<file path="src/rtl/reset_release_sequencer.sv">
// ---------------------------------------------------------------------------
// reset_release_sequencer
//
// Produces staged, synchronously released active-low domain resets. Assertion
// of reset_n clears every output asynchronously. Release is staged:
// reset_n synchronizer -> stretch counter -> per-domain release ladder
// (bit 0 first, one bit every GAP_CYCLES edges). In RUN, a debug ndreset
// request pulls all domains back into reset. Dropping the request re-runs the
// stretch and the ladder, but not the synchronizer.
//
// Parameters
//   SYNC_STAGES    (>=2) synchronizer depth on reset_n release
//   STRETCH_CYCLES (>=1) cycles held after synchronized release
//   NUM_DOMAINS    (>=1) number of domain reset outputs
//   GAP_CYCLES     (>=1) cycles between successive domain releases
//
// Ports
//   clock           in   block clock
//   reset_n         in   external reset, async assert, active-low
//   ndreset_req     in   debug reset request (level, synchronous)
//   ndreset_ack     out  high while the ndreset request is honoured
//   domain_reset_n  out  [NUM_DOMAINS] per-domain active-low resets
//   all_released    out  high once every domain is out of reset
//   busy            out  high in any state other than RUN
//   reset_cause     out  [2] (only with RESET_SEQ_CAUSE_EN defined)
//                        2'b01 external/power-on, 2'b10 debug ndreset
//
// Optional feature macro: RESET_SEQ_CAUSE_EN
// ---------------------------------------------------------------------------
module reset_release_sequencer #(
    parameter int SYNC_STAGES    = 3,
    parameter int STRETCH_CYCLES = 16,
    parameter int NUM_DOMAINS    = 3,
    parameter int GAP_CYCLES     = 4
) (
    input  logic                   clock,
    input  logic                   reset_n,
    input  logic                   ndreset_req,
    output logic                   ndreset_ack,
    output logic [NUM_DOMAINS-1:0] domain_reset_n,
    output logic                   all_released,
    output logic                   busy
`ifdef RESET_SEQ_CAUSE_EN
    ,
    output logic [1:0]             reset_cause
`endif
);

    localparam int CNT_MAX = (STRETCH_CYCLES > GAP_CYCLES) ? STRETCH_CYCLES : GAP_CYCLES;
    localparam int CW      = $clog2(CNT_MAX + 1);
    // The state register itself acts as the final synchronizer stage, so the
    // explicit chain is one flop shorter than SYNC_STAGES.
    localparam int SW      = SYNC_STAGES - 1;

    localparam logic [CW-1:0]          CNT_SAT      = CW'(CNT_MAX);
    localparam logic [CW-1:0]          CNT_ONE      = CW'(1);
    localparam logic [CW-1:0]          STRETCH_LAST = CW'(STRETCH_CYCLES - 1);
    localparam logic [CW-1:0]          GAP_LAST     = CW'(GAP_CYCLES - 1);
    localparam logic [NUM_DOMAINS-1:0] DOM_ONE      = NUM_DOMAINS'(1);
    localparam logic [SW-1:0]          SYNC_ONE     = SW'(1);

    localparam logic [1:0] CAUSE_EXT   = 2'b01;
    localparam logic [1:0] CAUSE_DEBUG = 2'b10;

    typedef enum logic [2:0] {
        ST_SYNC    = 3'd0,
        ST_STRETCH = 3'd1,
        ST_RELEASE = 3'd2,
        ST_RUN     = 3'd3,
        ST_HOLD    = 3'd4
    } state_t;

    state_t                 state_q, state_d;
    logic [SW-1:0]          sync_q, sync_d;
    logic [CW-1:0]          cnt_q, cnt_d;
    logic [NUM_DOMAINS-1:0] dom_q, dom_d;
    logic                   all_q, all_d;
    logic                   ack_q, ack_d;
    logic                   busy_q, busy_d;
    logic [CW-1:0]          cnt_inc_s;
    logic [NUM_DOMAINS-1:0] dom_step_s;
`ifdef RESET_SEQ_CAUSE_EN
    logic [1:0]             cause_q, cause_d;
`endif

    // Saturating counter increment and next-domain release pattern.
    always_comb begin
        if (cnt_q == CNT_SAT) begin
            cnt_inc_s = cnt_q;
        end else begin
            cnt_inc_s = cnt_q + CNT_ONE;
        end
        // Releasing from all-zero yields bit 0, so STRETCH and RELEASE share it.
        dom_step_s = (dom_q << 1) | DOM_ONE;
        sync_d     = (sync_q << 1) | SYNC_ONE;
    end

    // Next-state and registered-output logic of the release sequencer.
    always_comb begin
        state_d = state_q;
        cnt_d   = cnt_q;
        dom_d   = dom_q;
        all_d   = all_q;
        ack_d   = ack_q;
        busy_d  = busy_q;
`ifdef RESET_SEQ_CAUSE_EN
        cause_d = cause_q;
`endif
        case (state_q)
            ST_SYNC: begin
                // Top chain bit already high: this edge completes SYNC_STAGES.
                if (sync_q[SW-1]) begin
                    state_d = ST_STRETCH;
                    cnt_d   = {CW{1'b0}};
                end else begin
                    state_d = ST_SYNC;
                end
            end
            ST_STRETCH, ST_RELEASE: begin
                if (((state_q == ST_STRETCH) && (cnt_q == STRETCH_LAST)) ||
                    ((state_q == ST_RELEASE) && (cnt_q == GAP_LAST))) begin
                    dom_d = dom_step_s;
                    cnt_d = {CW{1'b0}};
                    if (dom_step_s[NUM_DOMAINS-1]) begin
                        state_d = ST_RUN;
                        all_d   = 1'b1;
                        busy_d  = 1'b0;
                    end else begin
                        state_d = ST_RELEASE;
                    end
                end else begin
                    cnt_d = cnt_inc_s;
                end
            end
            ST_RUN: begin
                if (ndreset_req) begin
                    state_d = ST_HOLD;
                    dom_d   = {NUM_DOMAINS{1'b0}};
                    all_d   = 1'b0;
                    busy_d  = 1'b1;
                    ack_d   = 1'b1;
`ifdef RESET_SEQ_CAUSE_EN
                    cause_d = CAUSE_DEBUG;
`endif
                end else begin
                    state_d = ST_RUN;
                end
            end
            ST_HOLD: begin
                // Exit skips the synchronizer; the chain is still all ones.
                if (!ndreset_req) begin
                    state_d = ST_STRETCH;
                    ack_d   = 1'b0;
                    cnt_d   = {CW{1'b0}};
                end else begin
                    state_d = ST_HOLD;
                end
            end
            default: begin
                state_d = ST_SYNC;
                cnt_d   = {CW{1'b0}};
                dom_d   = {NUM_DOMAINS{1'b0}};
                all_d   = 1'b0;
                ack_d   = 1'b0;
                busy_d  = 1'b1;
            end
        endcase
    end

    // State, synchronizer and output registers with asynchronous clear.
    always_ff @(posedge clock or negedge reset_n) begin
        if (!reset_n) begin
            state_q <= ST_SYNC;
            sync_q  <= {SW{1'b0}};
            cnt_q   <= {CW{1'b0}};
            dom_q   <= {NUM_DOMAINS{1'b0}};
            all_q   <= 1'b0;
            ack_q   <= 1'b0;
            busy_q  <= 1'b1;
`ifdef RESET_SEQ_CAUSE_EN
            cause_q <= CAUSE_EXT;
`endif
        end else begin
            state_q <= state_d;
            sync_q  <= sync_d;
            cnt_q   <= cnt_d;
            dom_q   <= dom_d;
            all_q   <= all_d;
            ack_q   <= ack_d;
            busy_q  <= busy_d;
`ifdef RESET_SEQ_CAUSE_EN
            cause_q <= cause_d;
`endif
        end
    end

    assign domain_reset_n = dom_q;
    assign all_released   = all_q;
    assign ndreset_ack    = ack_q;
    assign busy           = busy_q;
`ifdef RESET_SEQ_CAUSE_EN
    assign reset_cause    = cause_q;
`endif

endmodule

</file>
<file path="config.mk">
export PLATFORM = sky130hd
export DESIGN_NAME = reset_release_sequencer
export DESIGN_NICKNAME = d
export VERILOG_FILES = /design/src/rtl/reset_release_sequencer.sv
export SDC_FILE = /design/constraint.sdc
export NUM_CORES = 1
export LEC_CHECK = 0
export CAP_MARGIN = 20
export CORE_ASPECT_RATIO = 1.25
export CORE_MARGIN = 2
export CORE_UTILIZATION = 54
export DETAILED_ROUTE_END_ITERATION = 16
export GPL_TIMING_DRIVEN = 0
export HOLD_SLACK_MARGIN = 0.15
export PLACE_DENSITY = 0.76
export SYNTH_ARGS = -nofsm -noshare
export SYNTH_HDL_FRONTEND = slang
export SYNTH_SLANG_ARGS = --single-unit
</file>
<file path="constraint.sdc">
create_clock -name clock -period 2.65 [get_ports clock]
set_clock_uncertainty 0.2 [all_clocks]
set_input_delay 0.795 -clock clock [delete_from_list [all_inputs] [get_ports clock]]
set_output_delay 0.795 -clock clock [all_outputs]
set_load 0.01 [all_outputs]
</file>
After elaboration in Yosys (flattened, before gate mapping). Cells that the tools add are included.

Add/subtract/negate cells: 1. Eq/ne operators: 13. Multiplexer cells: 24. Bitwise operators: 3. Reductions and logical operators: 11.

Operators by type and width (number): 2-to-1 mux 5 bit (4); case mux 5 bit (4 select lines) (1); 2-to-1 mux 3 bit (5); case mux 3 bit (4 select lines) (1); inequality test 2 bit (second input constant) (5); 2-to-1 mux 1 bit (9); case mux 1 bit (3 select lines) (3); case mux 3 bit (3 select lines) (1); AND reduction 4 bit (2); == test 3 x 2 -> 1 bit (second input constant) (2); AND reduction 3 bit (2); adder 5 x 1 -> 5 bit (second input constant) (1); == test 5 x 2 -> 1 bit (second input constant) (1); == test 5 x 4 -> 1 bit (second input constant) (1); == test 5 bit (second input constant) (1); OR reduction 2 bit (2); == test 3 x 1 -> 1 bit (second input constant) (1); == test 3 bit (second input constant) (1); zero test 3 bit (1); inequality test 3 bit (second input constant) (1); inverter 1 bit (3); OR reduction 3 bit (1); logical AND 1 bit (2); logical OR 1 bit (1).

Flip-flop bits (word level): 16. Bits of input ports: 3. Output and inout port bits: 6. Word-level logic and storage cells: 59.

Depth between registers and ports, before layout.
Depth in word-level cells: 5. Depth in mapped cells: 7. Depth with buffers taken out: 7.

Worst setup path after synthesis. No wires, ideal clock.

Path kind: flip-flop to flip-flop. Start point: reg cnt_q[0]. End point: reg cnt_q[3]. Library setup time: 0.101 ns. Data arrival time: 1.961 ns. Required time: 2.349 ns. Slack: 0.389 ns. Cell stages (with the launch flop): 8. Path buffers: 0. Period minus slack after synthesis: 2.261 ns. Cell sequence: dfrtp_1 ha_1 and3_1 ha_1 or4b_1 o41ai_2 nand3_2 o311ai_2.

Cells in the longest elaborated chain, start to end: 5. Elaborated cells between the ends (all ways): 12. Those cells by class: add/sub: 1; eq/ne: 4; mux: 3; reduce/logical: 4.

Ends and longest elaborated chain: start, declared (line 75) `logic [CW-1:0] cnt_q, cnt_d;`; start signal, assigned (line 175) `cnt_q <= {CW{1'b0}};`; start signal, assigned (line 186) `cnt_q <= cnt_d;`; parallel branches: the longest is 5 deep, another holds adder 5 x 1 -> 5 bit.

Several ways; the timed one is not identified. The select of a mux whose other input is x is not followed. A chain may end at the register's enable or synchronous reset.

Worst setup path in the final report. Same ends and word-level chain as after synthesis.

==> out/qor.txt <==
Status -> complete, no violations
Fmax -> 406.7 MHz
Final Worst Setup Slack -> 0.1914 ns
H-Tree Depth -> 1
Total power per unit cell area -> 1020 nW/um2
Hold Crit Class -> flop to flop
TritonCTS Sinks -> 16
Fraction of synthesis flops using an asynchronous set or reset pin -> 100.0%
N_diodes -> 0
Max VDD drop -> 0.5750 mV
Sw Pwr -> 379.5 uW
Drt wl/cell -> 14.17 um
Die Wd -> 40.36 um
Final HPWL DP -> 1181 um
Reg-to-reg startpoint -> cnt_q[0]$_DFFE_PN0P_
Post-Synth Adder-Cell Area -> 4.208%
Synth Area in Simple Gates -> 20.06%
Mapped cell area -> 892.1 um2
Final hold violations -> 0
Hold buffers post-CTS -> 0
Skew-Pair Late Insertion Delay -> 0.29 ns
CTS buffer count -> 3
WS Path Type -> flop to flop
P_int -> 672.4 uW
Mapped Cells -> 86
GPL Wtd Cong -> 0.8270
Synth Area in XOR/XNOR -> 0.9818%
Clock power frac -> 15.4%
Proportion of synthesized area in mux cells -> 3.647%
Arrival time worst endpoint -> 2.46 ns
Largest net degree at the start of global routing -> 17
Tot Pwr -> 1052 uW
Number of enable flip-flop cells after synthesis -> 0
Final Core Density -> 66.03%
Total core area -> 1562 um2
Switching part of the total power -> 36.08%
Dominant synthesized flop cell -> dfrtp_1
Gr ovfl total -> 0
Routed Antenna Nets -> 0
Setup-failing EPs final -> 0
HP Start -> sync_q[0]$_DFF_PN0_
GRT Overall Usage -> 19.77%
Starting Density -> 57.13%
CTS clk-pin slew, worst paths -> 0.09 ns
Syn. warnings -> 0
First-pass DRT Iterations -> 4
WL final -> 1644 um
Initial DRC Count -> 10
Worst endpoint required time -> 2.65 ns
I/O pins -> 9
CTS tree -> done
Slew Limit Fails -> 0
Fin Hold WS -> 0.1604 ns
Clock Path Buffers -> 2
Largest family of logic cells by synthesized area -> compound AO/OA/AOI/OAI gates
Post-synth cell types -> 40
Setup repair bufs after CTS -> 0
Clock Root Buffer -> clkbuf_4
Global-route wire length before repair -> 2691 um
Tmin final -> 2.459 ns
Worst slew pin tran -> 0.7008 ns
Vias in the first global route -> 623
Pre-CTS setup slack -> -0.004465 ns
Syn Area/Cell -> 10.37 um2
Share of cells above drive strength 1 -> 13.27%
Cts repair resizes -> 0
Num rows -> 16
Setup crit start kind -> flop
Critical Path Fanout Max -> 5
DRC violations left -> 0
PortBufs -> 8
Final period utilization -> 92.78%
Launch point of the worst path -> cnt_q[0]$_DFFE_PN0P_
Complex-gate fraction of the synthesized area -> 21.60%
Seq pwr share -> 39.5%
Initial antenna violation count -> 0
MaxCap Viol Count -> 0
Vias -> 683
Slew HR -> 53.13%
Die Footprint -> 1995 um2
Synth Net Count -> 92
Nets -> 105
Register area share after synthesis -> 45.02%
Setup TNS -> 0 ns
Die H -> 49.45 um
Nature of the critical path endpoint -> flop
Layout area overhead -> 15.57%
Comb pwr share -> 45.1%
RSZ-0062 raised after global routing -> no
Vias per std cell -> 5.888
#FFs+latches synth -> 16
Leakage -> 0.0004418 uW
==> synthesized netlist by cell type (2+ instances only) <==
cell	n	area (um2)
nor2_1	6	22.52
buf_2	2	10.01
nor2b_1	2	12.51
a21oi_1	4	20.02
inv_1	5	18.77
nand2_1	2	7.510
dfrtp_1	15	375.4
ha_1	3	37.54
o21a_1	2	15.01
a211oi_1	2	15.01
nand2b_1	2	12.51
and2_1	2	12.51
o22ai_1	3	18.77
o21ai_0	4	20.02
mux2_1	2	22.52
nand3_1	4	20.02
and3_1	3	18.77
==> area by class of cell <==
type                    instances  area, um2
fillers                       118      530.5
multi-input cells              61      454.2
flip-flops and latches         16      401.6
repair buffers                  8      80.08
clock buffers                   4      36.28
inverters                       6      22.52
well taps                      18      22.52
plain buffers                   3      13.76
==> state kept, by name, indices dropped and copies added (netlist names) <==
name,cells
cnt_q,5
domain_reset_n,3
state_q,3
sync_q,2
all_released,1
busy,1
ndreset_ack,1
==> kinds of logic after synthesis <==
logic type      Yosys count
mux                       3
simple gates             29
buf+inv                   9
xor+xnor                  1
flops                    16
fa+ha+maj                 3
other cells               1
compound gates           24
==> critical path, stage by stage, from the launching register on <==
cell	delay (ns)
dfrtp_1	0.43
ha_1	0.26
and3_1	0.20
ha_1	0.22
or4b_1	0.53
o41ai_2	0.10
nand3_2	0.20
o311ai_2	0.24
==> through the flow <==
stage	cells	instance area, um2
global route	116	1031
CTS	116	1031
global placement	112	994.7
floorplan	86	892.1
detailed placement	112	994.7
finish	116	1031
==> path summary, 6_finish.rpt <==
| check | to | slack [ns] | depth (start not counted) |
|---|---|---|---|
| min | sync_q[1]$_DFF_PN0_ | 0.16 | 0 |
| min reg2reg | sync_q[1]$_DFF_PN0_ | 0.16 | 0 |
| max | cnt_q[3]$_DFFE_PN0P_ | 0.19 | 7 |
| max in group asynchronous | sync_q[1]$_DFF_PN0_ | 1.09 | 1 |
| min in group asynchronous | state_q[0]$_DFFE_PN0P_ | 0.71 | 1 |
| max reg2reg | cnt_q[3]$_DFFE_PN0P_ | 0.19 | 7 |
==> power groups by stage <==
| stage | combinational, uW | clock [uW] | sequential (uW) |
|---|---|---|---|
| after global placement | 458 | 0 | 417 |
| after global routing | 524 | 181 | 432 |
| after detailed placement | 471 | 0 | 419 |
| final | 474 | 162 | 415 |
| after floorplan | 309 | 0 | 425 |
| after CTS | 478 | 165 | 415 |
==> placed cells by master, fill, tap and decap left out, drive strengths merged, types with 2 or more instances in the layout <==
cell / instances
nand2: 2
o22ai: 3
o21a: 2
a211oi: 3
and2: 2
buf: 2
nor2: 6
inv: 6
ha: 3
clkbuf: 5
and3: 3
mux2: 2
o21ai: 4
a21oi: 4
nor2b: 2
dfrtp: 15
nand3: 5
clkdlybuf4s50: 8
nand2b: 2
==> layer usage <==
layer	share of wire (%)	track usage, %	routed length (um)
met5	0	0	0
met4	2.4	10.00	39
met3	2.8	4.110	46
met2	51	29.63	842
met1	44	25.83	717
No activity file was read; power rests on OpenSTA's default activity.
